$ cat src/rtl/bp_fe_bht_update_sched_pkg.sv
// Shared front-end BHT scheduler types: FSM states, init value, the buffered
// update entry and the 2-bit saturating counter step.
package bp_fe_bht_update_sched_pkg;

    typedef enum logic [0:0] {
        e_bht_init = 1'b0,
        e_bht_run  = 1'b1
    } bp_fe_bht_sched_state_e;

    localparam logic [1:0] bht_init_val_gp = 2'b01;

    // Entries carry the widest supported index; narrower tables use the low bits.
    localparam int bht_idx_max_width_gp = 16;

    typedef struct packed {
        logic [bht_idx_max_width_gp-1:0] idx;
        logic [1:0]                      val;
        logic                            taken;
        logic                            correct;
    } bp_fe_bht_upd_s;

    function automatic logic [1:0] bht_sat_update(input logic [1:0] val, input logic taken);
        logic [1:0] res;
        if (taken) begin
            res = (val == 2'b11) ? 2'b11 : val + 2'b01;
        end else begin
            res = (val == 2'b00) ? 2'b00 : val - 2'b01;
        end
        return res;
    endfunction

endpackage

$ cat src/rtl/bp_fe_bht_update_sched_fifo.sv
// Small register-based 1R1W FIFO with synchronous flush; holds pending BHT
// updates. Head is presented combinationally on data_o.
module bsg_fifo_1r1w_small #(
    parameter int width_p = 8,
    parameter int els_p   = 2
) (
    input  logic               clk_i,
    input  logic               reset_i,
    input  logic               clr_i,
    input  logic               v_i,
    input  logic [width_p-1:0] data_i,
    input  logic               yumi_i,
    output logic               v_o,
    output logic [width_p-1:0] data_o,
    output logic               full_o
);

    localparam int ptr_w_lp = (els_p > 1) ? $clog2(els_p) : 1;
    localparam int cnt_w_lp = $clog2(els_p + 1);
    localparam logic [ptr_w_lp-1:0] ptr_last_lp = ptr_w_lp'(els_p - 1);
    localparam logic [ptr_w_lp-1:0] ptr_one_lp  = {{(ptr_w_lp-1){1'b0}}, 1'b1};
    localparam logic [cnt_w_lp-1:0] cnt_full_lp = cnt_w_lp'(els_p);
    localparam logic [cnt_w_lp-1:0] cnt_one_lp  = {{(cnt_w_lp-1){1'b0}}, 1'b1};

    logic [width_p-1:0]  mem_r [els_p];
    logic [ptr_w_lp-1:0] rptr_r;
    logic [ptr_w_lp-1:0] wptr_r;
    logic [cnt_w_lp-1:0] cnt_r;
    logic                enq_s;
    logic                deq_s;

    assign v_o    = (cnt_r != {cnt_w_lp{1'b0}});
    assign full_o = (cnt_r == cnt_full_lp);
    assign enq_s  = v_i & ~full_o;
    assign deq_s  = yumi_i & v_o;
    assign data_o = mem_r[rptr_r];

    // Storage array; contents are meaningless while the count says empty.
    always_ff @(posedge clk_i) begin
        if (enq_s) begin
            mem_r[wptr_r] <= data_i;
        end
    end

    // Pointers and occupancy; flush overrides any same-cycle enqueue/dequeue.
    always_ff @(posedge clk_i or negedge reset_i) begin
        if (!reset_i) begin
            rptr_r <= {ptr_w_lp{1'b0}};
            wptr_r <= {ptr_w_lp{1'b0}};
            cnt_r  <= {cnt_w_lp{1'b0}};
        end else if (clr_i) begin
            rptr_r <= {ptr_w_lp{1'b0}};
            wptr_r <= {ptr_w_lp{1'b0}};
            cnt_r  <= {cnt_w_lp{1'b0}};
        end else begin
            if (enq_s) begin
                wptr_r <= (wptr_r == ptr_last_lp) ? {ptr_w_lp{1'b0}} : wptr_r + ptr_one_lp;
            end
            if (deq_s) begin
                rptr_r <= (rptr_r == ptr_last_lp) ? {ptr_w_lp{1'b0}} : rptr_r + ptr_one_lp;
            end
            case ({enq_s, deq_s})
                2'b10:   cnt_r <= cnt_r + cnt_one_lp;
                2'b01:   cnt_r <= cnt_r - cnt_one_lp;
                default: cnt_r <= cnt_r;
            endcase
        end
    end

endmodule

$ cat src/rtl/bp_fe_bht_update_sched.sv
// BHT write-port scheduler: sweeps the table to weakly-not-taken, then drains
// buffered resolved-branch updates whenever fetch is not reading.
// Optional statistics counters are built when BP_BHT_SCHED_STATS_EN is defined.
module bp_fe_bht_update_sched
    import bp_fe_bht_update_sched_pkg::*;
#(
    parameter int bht_idx_width_p = 9,
    parameter int fifo_els_p      = 2,
    parameter int stat_width_p    = 32
) (
    input  logic                       clk_i,
    input  logic                       reset_i,
    input  logic                       clear_i,
    output logic                       init_done_o,
    input  logic                       upd_v_i,
    output logic                       upd_ready_o,
    input  logic [bht_idx_width_p-1:0] upd_idx_i,
    input  logic [1:0]                 upd_val_i,
    input  logic                       upd_taken_i,
    input  logic                       upd_correct_i,
    input  logic                       r_v_i,
    output logic                       w_v_o,
    output logic [bht_idx_width_p-1:0] w_idx_o,
    output logic [1:0]                 w_data_o,
    output logic                       w_correct_o,
    output logic [stat_width_p-1:0]    stat_correct_o,
    output logic [stat_width_p-1:0]    stat_mispred_o
);

    localparam logic [bht_idx_width_p-1:0] sweep_last_lp = {bht_idx_width_p{1'b1}};
    localparam logic [bht_idx_width_p-1:0] sweep_one_lp  = {{(bht_idx_width_p-1){1'b0}}, 1'b1};

    bp_fe_bht_sched_state_e     state_r;
    logic [bht_idx_width_p-1:0] sweep_r;
    bp_fe_bht_upd_s             enq_entry_s;
    bp_fe_bht_upd_s             head_s;
    logic                       head_v_s;
    logic                       full_s;
    logic                       run_s;
    logic                       enq_s;
    logic                       deq_s;

    assign run_s       = (state_r == e_bht_run);
    assign init_done_o = run_s;
    // Ready uses registered fullness, so a full buffer never refills on its dequeue cycle.
    assign upd_ready_o = run_s & ~full_s & ~clear_i;
    assign enq_s       = upd_v_i & upd_ready_o;
    assign deq_s       = run_s & head_v_s & ~r_v_i;

    // Pack the incoming update into a buffer entry.
    always_comb begin
        enq_entry_s                            = '0;
        enq_entry_s.idx[bht_idx_width_p-1:0]   = upd_idx_i;
        enq_entry_s.val                        = upd_val_i;
        enq_entry_s.taken                      = upd_taken_i;
        enq_entry_s.correct                    = upd_correct_i;
    end

    bsg_fifo_1r1w_small #(
        .width_p ($bits(bp_fe_bht_upd_s)),
        .els_p   (fifo_els_p)
    ) upd_fifo (
        .clk_i   (clk_i),
        .reset_i (reset_i),
        .clr_i   (clear_i),
        .v_i     (enq_s),
        .data_i  (enq_entry_s),
        .yumi_i  (deq_s),
        .v_o     (head_v_s),
        .data_o  (head_s),
        .full_o  (full_s)
    );

    if (bht_idx_width_p < bht_idx_max_width_gp) begin : g_idx_hi
        logic unused_idx_hi_s;
        assign unused_idx_hi_s = ^head_s.idx[bht_idx_max_width_gp-1:bht_idx_width_p];
    end

    // INIT/RUN sequencing and the table sweep counter.
    always_ff @(posedge clk_i or negedge reset_i) begin
        if (!reset_i) begin
            state_r <= e_bht_init;
            sweep_r <= {bht_idx_width_p{1'b0}};
        end else begin
            case (state_r)
                e_bht_init: begin
                    if (clear_i) begin
                        sweep_r <= {bht_idx_width_p{1'b0}};
                    end else if (sweep_r == sweep_last_lp) begin
                        state_r <= e_bht_run;
                        sweep_r <= {bht_idx_width_p{1'b0}};
                    end else begin
                        sweep_r <= sweep_r + sweep_one_lp;
                    end
                end
                e_bht_run: begin
                    if (clear_i) begin
                        state_r <= e_bht_init;
                        sweep_r <= {bht_idx_width_p{1'b0}};
                    end else begin
                        sweep_r <= sweep_r;
                    end
                end
                default: begin
                    state_r <= e_bht_init;
                    sweep_r <= {bht_idx_width_p{1'b0}};
                end
            endcase
        end
    end

    // Write port: sweep writes in INIT, buffer head with counter step in RUN.
    always_comb begin
        w_v_o       = 1'b1;
        w_idx_o     = sweep_r;
        w_data_o    = bht_init_val_gp;
        w_correct_o = 1'b0;
        case (state_r)
            e_bht_init: begin
                w_v_o       = 1'b1;
                w_idx_o     = sweep_r;
                w_data_o    = bht_init_val_gp;
                w_correct_o = 1'b0;
            end
            e_bht_run: begin
                w_v_o       = deq_s;
                w_idx_o     = head_s.idx[bht_idx_width_p-1:0];
                w_data_o    = bht_sat_update(head_s.val, head_s.taken);
                w_correct_o = head_s.correct;
            end
            default: begin
                w_v_o       = 1'b1;
                w_idx_o     = sweep_r;
                w_data_o    = bht_init_val_gp;
                w_correct_o = 1'b0;
            end
        endcase
    end

`ifdef BP_BHT_SCHED_STATS_EN
    localparam logic [stat_width_p-1:0] stat_one_lp = {{(stat_width_p-1){1'b0}}, 1'b1};

    logic [stat_width_p-1:0] stat_correct_r;
    logic [stat_width_p-1:0] stat_mispred_r;

    // Prediction statistics, counted at the update handshake; survive clear_i.
    always_ff @(posedge clk_i or negedge reset_i) begin
        if (!reset_i) begin
            stat_correct_r <= {stat_width_p{1'b0}};
            stat_mispred_r <= {stat_width_p{1'b0}};
        end else if (enq_s) begin
            if (upd_correct_i) begin
                stat_correct_r <= stat_correct_r + stat_one_lp;
            end else begin
                stat_mispred_r <= stat_mispred_r + stat_one_lp;
            end
        end else begin
            stat_correct_r <= stat_correct_r;
            stat_mispred_r <= stat_mispred_r;
        end
    end

    assign stat_correct_o = stat_correct_r;
    assign stat_mispred_o = stat_mispred_r;
`else
    assign stat_correct_o = {stat_width_p{1'b0}};
    assign stat_mispred_o = {stat_width_p{1'b0}};
`endif

endmodule

$ cat config.mk
export PLATFORM = sky130hd
export DESIGN_NAME = bp_fe_bht_update_sched
export DESIGN_NICKNAME = d
export VERILOG_FILES = /design/src/rtl/bp_fe_bht_update_sched_pkg.sv /design/src/rtl/bp_fe_bht_update_sched_fifo.sv /design/src/rtl/bp_fe_bht_update_sched.sv
export SDC_FILE = /design/constraint.sdc
export NUM_CORES = 1
export LEC_CHECK = 0
export CORE_UTILIZATION = 50
export CTS_CLUSTER_DIAMETER = 120
export CTS_CLUSTER_SIZE = 10
export DETAILED_ROUTE_END_ITERATION = 12
export GPL_TIMING_DRIVEN = 0
export PLACE_DENSITY_LB_ADDON = 0.15
export SETUP_SLACK_MARGIN = 0.3
export SLEW_MARGIN = 15
export SYNTH_ARGS = -nofsm -noshare
export SYNTH_HDL_FRONTEND = slang
export SYNTH_HIERARCHICAL = 1
export SYNTH_SLANG_ARGS = --single-unit
$ cat constraint.sdc
create_clock -name clk_i -period 6.9 [get_ports clk_i]
set_input_delay 2.07 -clock clk_i [delete_from_list [all_inputs] [get_ports clk_i]]
set_output_delay 2.07 -clock clk_i [all_outputs]
set_load 0.01 [all_outputs]
* Word level (Yosys, flattened, before mapping) *
Memory sizes are Yosys's and may differ from the RTL's.
Index checks and enable logic that the tools add are counted.
Widths: inputs -> output; s select.

cells by class
  $add $sub $neg = 7
  $mul = 0
  divide/modulo/power cells = 0
  $lt $le $gt $ge = 0
  equal/unequal tests = 6
  shifts and indexed selects = 0
  multiplexer cells = 25
  bitwise gates (word level) = 11
  reduce and logical (&&, ||, !) cells = 5

operator list
  operator             number
  $pmux 9 s2           2
  $mux 9               3
  $mux 1               11
  $add 9x1->9 const B  1
  $eq 9x9->1 const B   1
  $mux 2               4
  $pmux 2 s2           2
  $and 1x1->1          7
  $eq 2x2->1 const B   3
  $pmux 1 s2           3
  $reduce_bool 2->1    3
  $add 2x1->2 const B  2
  $not 1->1            4
  $sub 2x1->2 const B  2
  $reduce_bool 3->1    1
  $add 1x1->1 const B  2
  $eq 2x1->1 const B   1
  $logic_not 2->1      1
  $ne 2x2->1 const B   1

storage, ports and cells
  flip-flop bits (word level) = 14
  latch bits = 0
  RAM bits = 26
  memory bits (read-only) = 0
  bits of input ports = 18
  output and inout bits = 79
  memories = 1

memories
  memory          depth  bits a word  rd ports  clocked after memory_dff  write ports  RTL line                           text
  upd_fifo.mem_r  2      13           1         0                         1            bp_fe_bht_update_sched_fifo.sv:25  logic [width_p-1:0] mem_r [els_p];

* Longest topological paths before layout *
  word-level depth = 9
  depth in mapped cells = 7
  depth with buffers taken out = 7

* Modules after synthesis *
Netlist, hierarchy kept.

modules (own cells, without submodules)
  module                  times used  cells each  area an instance (um^2)
  bsg_fifo_1r1w_small     1           87          1652.8
  bp_fe_bht_update_sched  1           145         1193.6

* Least setup slack after synthesis *
OpenSTA, ideal clock, no wires.

  path kind = in2out
  start = in clear_i
  end = out upd_ready_o
  arrival = 2.423 ns
  data required time = 4.830 ns
  slack = 2.407 ns
  cell stages on the path = 1
  cells stage by stage = nor3b_1

on the way
  longest elaborated chain between the ends = 2

RTL lines
  element      RTL line                      text
  from (decl)  bp_fe_bht_update_sched.sv:13  input logic clear_i,
  $not 1->1    bp_fe_bht_update_sched.sv:46  assign upd_ready_o = run_s & ~full_s & ~clear_i;
  $and 1x1->1  bp_fe_bht_update_sched.sv:46
  to (decl)    bp_fe_bht_update_sched.sv:16  output logic upd_ready_o,

No other way between the ends.

* Final worst setup path *
Same ends and word-level chain as after synthesis.

==> impl_metrics.sql <==
INSERT INTO impl_metrics (metric_group, metric, value, unit) VALUES
('sta', 'finalCritPeriodShare', '80.40', '%'),
('sta', 'fin_crit', '5548', 'ps'),
('critical_path', 'r2r-end', 'upd_fifo/mem_r[0][10]', ''),
('clock_tree', 'clk_pin_slew', '70', 'ps'),
('route', 'drc_errors', '16', ''),
('sta', 'slew_violations', '0', ''),
('critical_path', 'worst-endpoint-arrival', '3480', 'ps'),
('clock_tree', 'postCtsHoldBufs', '0', ''),
('grt', 'grt-ovfl-total', '0', ''),
('floorplan', 'die_y', '70.52', 'um'),
('grt', 'grt_pass1_vias', '1355', ''),
('synth', 'yosysWarnings', '6', ''),
('grt', 'grt_total_usage', '16.48', '%'),
('min_path', 'worst_hold_path.num_cells', '2', ''),
('critical_path', 'worst_path_most_repeated_cell', 'clkdlybuf4s50_1', ''),
('critical_path', 'worst-r2r-setup-slack', '4380', 'ps'),
('cells_and_area', 'flow.area_growth_from_synthesis', '31.66', '%'),
('sta', 'tightest_slew', '659.3', 'ps'),
('critical_path', 'timing.critical_path.cells', 'clkdlybuf4s50_1, nor3b_1, clkdlybuf4s50_1', ''),
('min_path', 'min_path_type', 'reg2reg', ''),
('clock_tree', 'worstSkewPairLatency', '290', 'ps'),
('place', 'globalplace.congestion', '0.7656', ''),
('cells_and_area', 'layout-drive-gt1-share', '32.17', '%'),
('place', 'hpwl', '3.062', 'mm'),
('clock_tree', 'total_clock_sinks', '40', ''),
('cells_and_area', 'design.final.nets', '333', ''),
('route', 'vias_per_cell', '4.328', ''),
('sta', 'rsz_0062_raised_after_global_routing', 'false', ''),
('critical_path', 'worst_r2r_path_depth', '6', ''),
('sta', 'setup_total_negative_slack', '0', 'ps'),
('critical_path', 'endpoint_kind', 'output port', ''),
('critical_path', 'timing.critical_path.from_type', 'input port', ''),
('min_path', 'worstHoldEndpoint', 'sweep_r[8]', ''),
('route', 'drt_wirelength', '4.033', 'mm'),
('place', 'place_area', '2969', 'um2'),
('grt', 'grt_antenna_before_repair', '0', ''),
('route', 'number_of_drc_markers_after_the_initial_detailed_route_iteration', '86', ''),
('power', 'power_per_cell_area', '169.4', 'nW/um2'),
('route', 'm1WireLength', '1.666', 'mm'),
('route', 'overall_via_count_from_detail_route', '1584', ''),
('floorplan', 'core_region_area', '4444', 'um2'),
('route', 'first_pass_iteration_count_of_the_detailed_router', '10', ''),
('clock_tree', 'cts_resized', '0', ''),
('route', 'routed-wl-met2', '2.059', 'mm'),
('min_path', 'hold_path_startpoint', 'sweep_r[8]', ''),
('sta', 'maxSlewHeadroom', '56.04', '%'),
('floorplan', 'die_wd', '70.52', 'um'),
('route', 'post_detailed_route_wirelength_per_cell', '11.02', 'um'),
('clock_tree', 'cts_setup_buffers', '0', ''),
('floorplan', 'core.rowCount', '24', ''),
('place', 'place_worst_setup_slack', '1370', 'ps'),
('sta', 'timing.fmax', '0.1803', 'GHz'),
('sta', 'count_of_endpoints_failing_setup_in_the_final_report', '0', ''),
('critical_path', 'timing.critical_path.fanout_max', '6', ''),
('status', 'failed_checks', 'design-rule violations', ''),
('grt', 'grt_start_max_net_pins', '15', ''),
('floorplan', 'initial_utilization', '52.82', '%'),
('sta', 'clock-skew-final', '3.773', 'ps'),
('critical_path', 'cp.buffers_inverters', '2', ''),
('critical_path', 'cp_slowest_stage_delay', '590', 'ps'),
('critical_path', 'critPathKind', 'in2out', ''),
('critical_path', 'critical_path.slowest_cell', 'clkdlybuf4s50_1', ''),
('floorplan', 'design.portCount', '97', ''),
('power', 'peakVddDrop', '0.1405', 'mV'),
('critical_path', 'crit_reg_reg_startpoint', 'init_done_o', ''),
('grt', 'wire_length_of_the_first_global_routing_pass', '6.292', 'mm'),
('sta', 'finalWorstSetupSlack', '1352', 'ps'),
('run', 'maxCapViolations', '0', ''),
('route', 'top_layer_used', 'met4', ''),
('status', 'run_status', 'finished, violations left', ''),
('sta', 'timing_hold_violations_final', '0', '');
metrics by stage:
step	hold slack (ps)	std cells	total power [W]
floorplan	514.5	274	0.0003129
global placement	537.1	358	0.0003297
detailed placement	553.4	358	0.0003302
CTS	562.5	366	0.0005253
global route	617.3	366	0.0005438
finish	564.9	366	0.0005234
worst register-to-register path: cells and delay by family (launching register included):
family	cells	cell delay [ps]
and+or+nand+nor	3	950
DFF	1	350
buffers and inverters	3	860
worst max-delay path by stage:
stage	startpoint	to	slack [ps]	cells after the start
2_1_floorplan	clear_i	upd_ready_o	2410	1
3_3_place_gp	clear_i	upd_ready_o	1360	3
3_5_place_dp	clear_i	upd_ready_o	1370	3
4_1_cts	clear_i	upd_ready_o	1370	3
5_1_grt	clear_i	upd_ready_o	1280	3
6_report	clear_i	upd_ready_o	1350	3
sequential cells by signal (all words and copies together) (netlist names):
name,cells
sweep_r,9
upd_fifo/rptr_r,1
upd_fifo/wptr_r,1
upd_fifo/mem_r,26
upd_fifo/cnt_r,2
init_done_o,1
where the power goes:
part / internal, W / switching [W]
logic: 0.0000377 / 0.0000300
clock network: 0.000118 / 0.0000786
registers: 0.000257 / 0.00000207
cell usage in the layout (no fill, tap or decap), types with 2 or more instances in the layout:
master	n
clkdlybuf4s50_1	32
buf_2	4
clkbuf_1	3
and2_1	2
or3_1	2
edfxtp_1	26
dfrtp_1	14
clkbuf_8	6
mux2_2	22
buf_4	64
ha_1	2
conb_1	64
a31oi_1	2
o211ai_1	2
or4_1	3
nor2_1	12
o311ai_0	2
nand3_1	3
nand2_1	4
a21oi_1	12
inv_1	4
o21ai_0	9
nor3b_1	2
nand3b_1	2
layer usage:
| layer | global-route usage [%] | up-vias |
|---|---|---|
| met5 | 0 | - |
| met4 | 5.442 | 0 |
| met3 | 4.473 | 4 |
| met2 | 29.02 | 59 |
| met1 | 19.49 | 709 |
| li1 | - | 812 |
area by class of cell:
type	count	area, um2
Buffer	71	511.7
Inverter	5	18.77
Clock inverter	2	38.79
Clock buffer	6	82.58
Timing Repair Buffer	32	320.3
Sequential cell	40	1131
Multi-Input combinational cell	158	922.1
Tap cell	52	65.06
Fill cell	352	1354
Note: power is estimated with default switching activity, not from simulation.
